--- src/rtl/conv_pad_sequencer_pkg.sv ---
// Shared types and sizing helpers for the conv2d zero-pad frame sequencer.
// Sizing is derived from WIDTH; the defaults correspond to the 112x112 frame.
package conv_seq_pkg;

  typedef enum logic [1:0] {
    IDLE   = 2'd0,
    STREAM = 2'd1,
    DRAIN  = 2'd2,
    DONE   = 2'd3
  } state_t;

  localparam int WIDTH_DEF = 112;
  localparam int P         = WIDTH_DEF + 2;
  localparam int PIX_TOTAL = WIDTH_DEF * WIDTH_DEF;
  localparam int POS_W     = $clog2(P);
  localparam int CNT_W     = $clog2(PIX_TOTAL + 1);

  function automatic int pad_side(input int w);
    return w + 2;
  endfunction

  function automatic int pos_width(input int w);
    return $clog2(w + 2);
  endfunction

  function automatic int cnt_width(input int w);
    return $clog2(w * w + 1);
  endfunction

endpackage

--- src/rtl/conv_pad_sequencer_pad_pos_counter.sv ---
// Row/column walker over the padded P x P frame, column fastest.
// Flags border positions and the final (P-1,P-1) position.
module pad_pos_counter #(
  parameter int P_SIDE  = 114,
  parameter int POS_W_P = $clog2(P_SIDE)
) (
  input  logic               clk,
  input  logic               rst,
  input  logic               clr,
  input  logic               en,
  output logic [POS_W_P-1:0] row,
  output logic [POS_W_P-1:0] col,
  output logic               border,
  output logic               last
);

  localparam logic [POS_W_P-1:0] MAX_POS = POS_W_P'(P_SIDE - 1);

  logic [POS_W_P-1:0] row_q, row_d;
  logic [POS_W_P-1:0] col_q, col_d;

  always_comb begin
    row_d = row_q;
    col_d = col_q;
    if (clr) begin
      row_d = '0;
      col_d = '0;
    end else if (en) begin
      if (col_q == MAX_POS) begin
        col_d = '0;
        // Wrapping the row as well leaves the walker at (0,0) after the last pixel.
        row_d = (row_q == MAX_POS) ? '0 : row_q + 1'b1;
      end else begin
        col_d = col_q + 1'b1;
      end
    end
  end

  always_ff @(posedge clk or negedge rst) begin
    if (!rst) begin
      row_q <= '0;
      col_q <= '0;
    end else begin
      row_q <= row_d;
      col_q <= col_d;
    end
  end

  assign row    = row_q;
  assign col    = col_q;
  assign border = (row_q == '0) || (row_q == MAX_POS) || (col_q == '0) || (col_q == MAX_POS);
  assign last   = (row_q == MAX_POS) && (col_q == MAX_POS);

endmodule

--- src/rtl/conv_pad_sequencer.sv ---
// Frame controller: streams a zero-bordered (WIDTH+2)^2 frame to the conv filter
// and counts its outputs. CONV_SEQ_WATCHDOG_EN adds a stall watchdog with an err flag.
module conv_pad_sequencer
  import conv_seq_pkg::*;
#(
  parameter int DATA_WIDTH = 32,
  parameter int WIDTH      = 112
`ifdef CONV_SEQ_WATCHDOG_EN
  ,
  parameter int WD_CYCLES  = 4096
`endif
) (
  input  logic                    clk,
  input  logic                    rst,
  input  logic                    start,
  input  logic [3*DATA_WIDTH-1:0] src_data,
  input  logic                    src_empty,
  output logic                    src_rdreq,
  output logic [3*DATA_WIDTH-1:0] filt_data,
  output logic                    filt_empty,
  input  logic                    filt_rdreq,
  input  logic                    filt_valid,
  output logic                    busy,
  output logic                    done
`ifdef CONV_SEQ_WATCHDOG_EN
  ,
  output logic                    err
`endif
);

  localparam int PAD_SIDE = pad_side(WIDTH);
  localparam int ROW_W    = pos_width(WIDTH);
  localparam int OUT_W    = cnt_width(WIDTH);
  localparam logic [OUT_W-1:0] PIX_CNT = OUT_W'(WIDTH * WIDTH);

  state_t             state_q, state_d;
  logic [OUT_W-1:0]   out_cnt_q, out_cnt_d;
  logic               start_acc;
  logic               adv;
  logic               active;
  logic               timeout;
  logic               pos_border, pos_last;
  logic [ROW_W-1:0]   pos_row, pos_col;

  pad_pos_counter #(
    .P_SIDE  (PAD_SIDE),
    .POS_W_P (ROW_W)
  ) u_pos (
    .clk    (clk),
    .rst    (rst),
    .clr    (start_acc),
    .en     (adv),
    .row    (pos_row),
    .col    (pos_col),
    .border (pos_border),
    .last   (pos_last)
  );

  assign active = (state_q == STREAM) || (state_q == DRAIN);
  assign adv    = (state_q == STREAM) && filt_rdreq && !filt_empty;

`ifdef CONV_SEQ_WATCHDOG_EN
  localparam int WD_W = $clog2(WD_CYCLES + 1);
  localparam logic [WD_W-1:0] WD_LIMIT = WD_W'(WD_CYCLES);

  logic [WD_W-1:0] wd_q, wd_d;
  logic            err_q, err_d;

  assign timeout = active && (wd_q == WD_LIMIT);

  always_comb begin
    wd_d  = wd_q;
    err_d = err_q;
    if (!active || adv || filt_valid) begin
      wd_d = '0;
    end else if (wd_q != WD_LIMIT) begin
      wd_d = wd_q + 1'b1;
    end
    if (start_acc) begin
      err_d = 1'b0;
    end else if (timeout) begin
      err_d = 1'b1;
    end
  end

  always_ff @(posedge clk or negedge rst) begin
    if (!rst) begin
      wd_q  <= '0;
      err_q <= 1'b0;
    end else begin
      wd_q  <= wd_d;
      err_q <= err_d;
    end
  end

  assign err = err_q;
`else
  assign timeout = 1'b0;
`endif

  always_comb begin
    state_d   = state_q;
    start_acc = 1'b0;
    case (state_q)
      IDLE: begin
        if (start) begin
          start_acc = 1'b1;
          state_d   = STREAM;
        end
      end
      STREAM: if (adv && pos_last) state_d = DRAIN;
      DRAIN:  if (out_cnt_q == PIX_CNT) state_d = DONE;
      DONE:   state_d = IDLE;
      default: state_d = IDLE;
    endcase
    // A stalled frame is abandoned but still signals completion.
    if (timeout) state_d = DONE;
  end

  always_comb begin
    out_cnt_d = out_cnt_q;
    if (start_acc) begin
      out_cnt_d = '0;
    end else if (active && filt_valid && (out_cnt_q != PIX_CNT)) begin
      out_cnt_d = out_cnt_q + 1'b1;
    end
  end

  always_ff @(posedge clk or negedge rst) begin
    if (!rst) begin
      state_q   <= IDLE;
      out_cnt_q <= '0;
    end else begin
      state_q   <= state_d;
      out_cnt_q <= out_cnt_d;
    end
  end

  always_comb begin
    filt_data  = '0;
    filt_empty = 1'b1;
    src_rdreq  = 1'b0;
    if (state_q == STREAM) begin
      if (pos_border) begin
        filt_empty = 1'b0;
      end else begin
        filt_data  = src_data;
        filt_empty = src_empty;
        src_rdreq  = filt_rdreq && !src_empty;
      end
    end
  end

  assign busy = active;
  assign done = (state_q == DONE);

endmodule

--- config.mk ---
export PLATFORM = sky130hd
export DESIGN_NAME = conv_pad_sequencer
export DESIGN_NICKNAME = d
export VERILOG_FILES = /design/src/rtl/conv_pad_sequencer_pkg.sv /design/src/rtl/conv_pad_sequencer_pad_pos_counter.sv /design/src/rtl/conv_pad_sequencer.sv
export SDC_FILE = /design/constraint.sdc
export NUM_CORES = 1
export LEC_CHECK = 0
export ABC_AREA = 1
export BUFFER_PORTS_ARGS = -buffer_cell sky130_fd_sc_hd__buf_2
export CORE_ASPECT_RATIO = 0.75
export CORE_MARGIN = 8
export CORE_UTILIZATION = 42
export DETAILED_ROUTE_END_ITERATION = 10
export GPL_ROUTABILITY_DRIVEN = 1
export PLACE_DENSITY = 0.81
export SLEW_MARGIN = 40
export SYNTH_ARGS = -nofsm -noshare
export SYNTH_HDL_FRONTEND = slang
export SYNTH_SLANG_ARGS = --single-unit
export TNS_END_PERCENT = 50
--- constraint.sdc ---
create_clock -name clk -period 2.4 [get_ports clk]
set_input_delay 0.24 -clock clk [delete_from_list [all_inputs] [get_ports clk]]
set_output_delay 0.24 -clock clk [all_outputs]
set_load 0.01 [all_outputs]
==> results <==
- The number of antenna violations at the first check in global routing was 0.
- Prior to clock tree synthesis, the placed netlist has a worst setup slack of approximately 0.46 ns.
- The final-report hold violation count is 26.
- Headroom to the max-slew limit came out at 0.546.
- Once layout is complete, the cells apart from fillers number around 760.
- The signal on the critical path passes through inv_1 > ha_1 > inv_1 > nor2_1 > nand3_1 > nand2_2 > nor2_4 > nand2_2 > buf_12 > nor2_1 > buf_2.
- Once detail routing completed, the nets flagged for antenna violations numbered 0.
- The count of vias placed by the detailed router is ~3500.
- Across all hold checks on the routed design, the worst slack comes to -0.0163 ns.
- For the worst-skew pair, the clock arrives at the later sink with an insertion delay of 0.29 ns.
- The least setup slack across all paths after layout is 0.133 ns.
- The cell count after synthesis is 480.
- Setup violations remaining at the end of the flow were counted as 0.
- The sum of negative setup slack is 0 ns.
- For this configuration, the core starts out at a cell density of 0.429.
- For this design, the slowest cell found on the critical path is dfrtp_1.
- The max-cap violation count is 0.
- The run finished, with violations left.
- Counting every net in the synthesized netlist gives around 600.
- Once the clock tree was built, the resizer swapped 0 gates to a different size.
- The tree is rooted in a clkbuf_8.
- The actual slew at the worst max-slew pin is between 0.6 and 0.7 ns.
- Entering global routing, the biggest net connects 80 pins.
- The number of antenna diodes in the final layout is 0.
- The die boundary height is between 80 and 90 um.
- From left edge to right edge, the die measures around 110 um.
- In the synthesized netlist the dominant register cell turns out to be dfrtp_1.
- The number of buffers between clock root and the deepest sink is 2.
- Routability-driven placement finished with a final weighted congestion of approximately 0.9.
- The power density of the placed cells is a little under 700 mW/mm2.
- The worst setup path is launched from a register.
- Counting flops and latches in the post-synthesis netlist gives 30.
- The core region is slightly below 0.007 mm2.
- By startpoint and endpoint, the worst setup path is classified as register to output pin.
- The final reports fail on hold timing.
- Dividing the final minimum period by the clock period gives 0.944.
- For this run, the detailed router's first-pass iteration total came to 5.
- The clock slew at the register clock pins of the worst setup and hold paths is roughly 0.070 ns.
- The TritonCTS clock tree is yes.
- The worst clock skew is a little under 0.009 ns.
- In this run, the number of DRC markers left after iteration 0 of detailed routing was 268.
- The static leakage power is about 0.0027 uW.
- Of the synthesized area, sequential elements account for 0.259.
- Detailed placement finished with a half-perimeter wire length of 8700 um.
- The global router's overall resource usage is 0.202.
- After synthesis, the most frequently instantiated cells are inv_1 (130), nor2_1 (120), nand2_1 (64), dfrtp_1 (30), nand3_1 (20).
- Input and output buffers added on the ports amount to roughly 200.
- The synthesized area is approximately 0.0029 mm2.
- The number of enable flip-flop cells after synthesis is 0.
- The signal arrival time at the worst endpoint is ~2 ns.
- After detailed placement, the total cell area comes to 0.00394 mm2.
- The number of DRC violations after detailed routing is 0.
- The net total in the final layout is 794.
- In the final layout, the share of cells above drive strength 1 is 0.359.
- During synthesis, Yosys emitted a total of 0 warnings.
- After synthesis, the cell types taking the most area are dfrtp_1 (26%), inv_1 (17%), nor2_1 (16%), nand2_1 (8.3%), ha_1 (5.6%).
- Across the VDD grid, the largest voltage drop is 0.425 mV.
- The number of buffers added to fix hold violations after cts is 0.
- Synthesis instantiated 33 different standard cells from the library.
- The area of all placed cells without fillers is slightly above 0.004 mm2.
- STA classifies the critical path endpoint as an output pin.
- The critical-path maximum fanout is just under 80.
- After detailed placement, the design holds a cell count of ~750.
- The worst hold-check path type is input port to asynchronous set/reset pin.
- The number of I/O pins is around 200.
- The placement row count is 26.
- The total clock buffers created by CTS is 5.
- The final count of pins violating max slew is 0.
- Counting both buffers and inverters, the worst setup path holds a total of 4.
- Of the post-synthesis cell area, the dominant cell type holds 0.259.
- After layout, the minimum clock period comes to 2.27 ns.
- The wire length of the first global-routing pass is about 16000 um.
- The maximum clock frequency is ~440 MHz.
- The die covers just under 0.01 mm2.
- The required time reported for the critical path endpoint is 2.16 ns.
- The wire length per cell after detailed routing is approximately 14 um.
- inv_1 is the most common cell in the netlist.
- The number of global-route vias before repair came to around 3300.
- Of all flip-flops after synthesis, the portion carrying an async set or reset was 1.00.
- The cell family contributing the most delay on the critical path is simple AND/OR/NAND/NOR gates.
- After detailed routing, the total wire length is 10500 um.
- Compared with the post-synthesis result, the final layout area differs by 39.7%.
- The post-CTS setup buffer count is 0.
- After global routing the overflow that remains totals 0.
- The largest stage delay on the critical path is around 0.41 ns.
- The dominant cell type by area after synthesis is dfrtp_1.
- The level count of the clock H-tree is 2.
- The average instance in the mapped netlist occupies ~6 um2.
- The count of clock tree sinks is 30.
- Using the TritonRoute via totals, the vias-per-cell ratio works out to roughly 4.6.
[power breakdown]
| group | leakage (uW) | switching [uW] | internal (uW) |
|---|---|---|---|
| logic | 0.00229 | 1040 | 586 |
| registers | 0.000409 | 124 | 615 |
| clock network | 0.0000472 | 211 | 230 |
| total | 0.00275 | 1380 | 1430 |
[sequential cells by signal, indices dropped and copies added (netlist names)]
name       count
out_cnt_q     14
u_pos.row      7
u_pos.col      7
state_q        2
[worst reg2reg max path: cells and delay by family (launching register included)]
kind	cells	cell delay (ns)
AO/OA/AOI/OAI	2	0.68
flip-flops	1	0.43
AND/OR/NAND/NOR	3	0.35
adder cells (fa/ha/maj)	1	0.21
buffers and inverters	1	0.12
[kinds of logic after synthesis]
| logic type | after synthesis | share of synthesized area |
|---|---|---|
| DFF | 30 | 0.259 |
| xor gates and xnor gates | 8 | 0.0241 |
| AOI/OAI and AO/OA | 33 | 0.0668 |
| buffers and inverters | 146 | 0.207 |
| and+or+nand+nor | 250 | 0.387 |
| adders and majority gates | 13 | 0.0561 |
[metal layers]
metal	vias to the layer above	track usage	routed length, um
li1	1800	-	-
met1	1581	0.234	4200
met2	132	0.366	5360
met3	24	0.0434	681
met4	0	0.0695	248
met5	-	0	0
[placed cells by master (no fill, tap or decap)]
cell / instances
nor2_1: 120
nand3b_1: 4
inv_1: 130
nand4_1: 13
nand2_1: 64
nor3_2: 1
dfrtp_1: 30
xnor2_1: 1
nor3_1: 7
nand3_1: 20
nand3b_4: 1
clkinvlp_4: 1
a21oi_1: 4
nor2_2: 1
nand2_2: 6
nor2_4: 1
nand3_2: 1
or3b_2: 1
o21ai_1: 2
xor2_1: 7
nand2_4: 4
nor4_1: 1
buf_2: 201
clkinv_2: 1
inv_2: 2
clkbuf_8: 6
ha_1: 13
o21ai_0: 19
or2_2: 5
o21bai_1: 1
buf_4: 4
buf_12: 1
o21ai_2: 7
[final timing paths]
path | start | to | slack [ns] | cells past startpoint
worst max-delay path | u_pos.row[0] | filt_data[49] | 0.13 | 11
worst min-delay path | rst | out_cnt_q[0] | -0.02 | 1
worst max register to register | out_cnt_q[0] | out_cnt_q[6] | 0.52 | 7
worst min register to register | out_cnt_q[13] | out_cnt_q[13] | 0.54 | 2
max in group asynchronous | rst | u_pos.row[5] | 1.97 | 1
min in group clk | start | state_q[0] | 0.39 | 5
[cell type report]
class                      count  area (um2)
fill                         614        2710
clock buffer                   6        82.6
inverter                     132         495
timing repair buffer         206        1060
multi-input combinational    304        1550
sequential                    30         751
clock inverter                 2        12.5
tap                           84         105
[stage by stage]
| step | power (uW) | utilization |
|---|---|---|
| final | 2810 | 0.599 |
| after global routing | 3060 | 0.599 |
| after CTS | 2800 | 0.597 |
| after detailed placement | 2350 | 0.583 |
| after global placement | 2290 | 0.583 |
| after floorplan | 1810 | - |
Note: power is estimated with default switching activity, not from simulation.
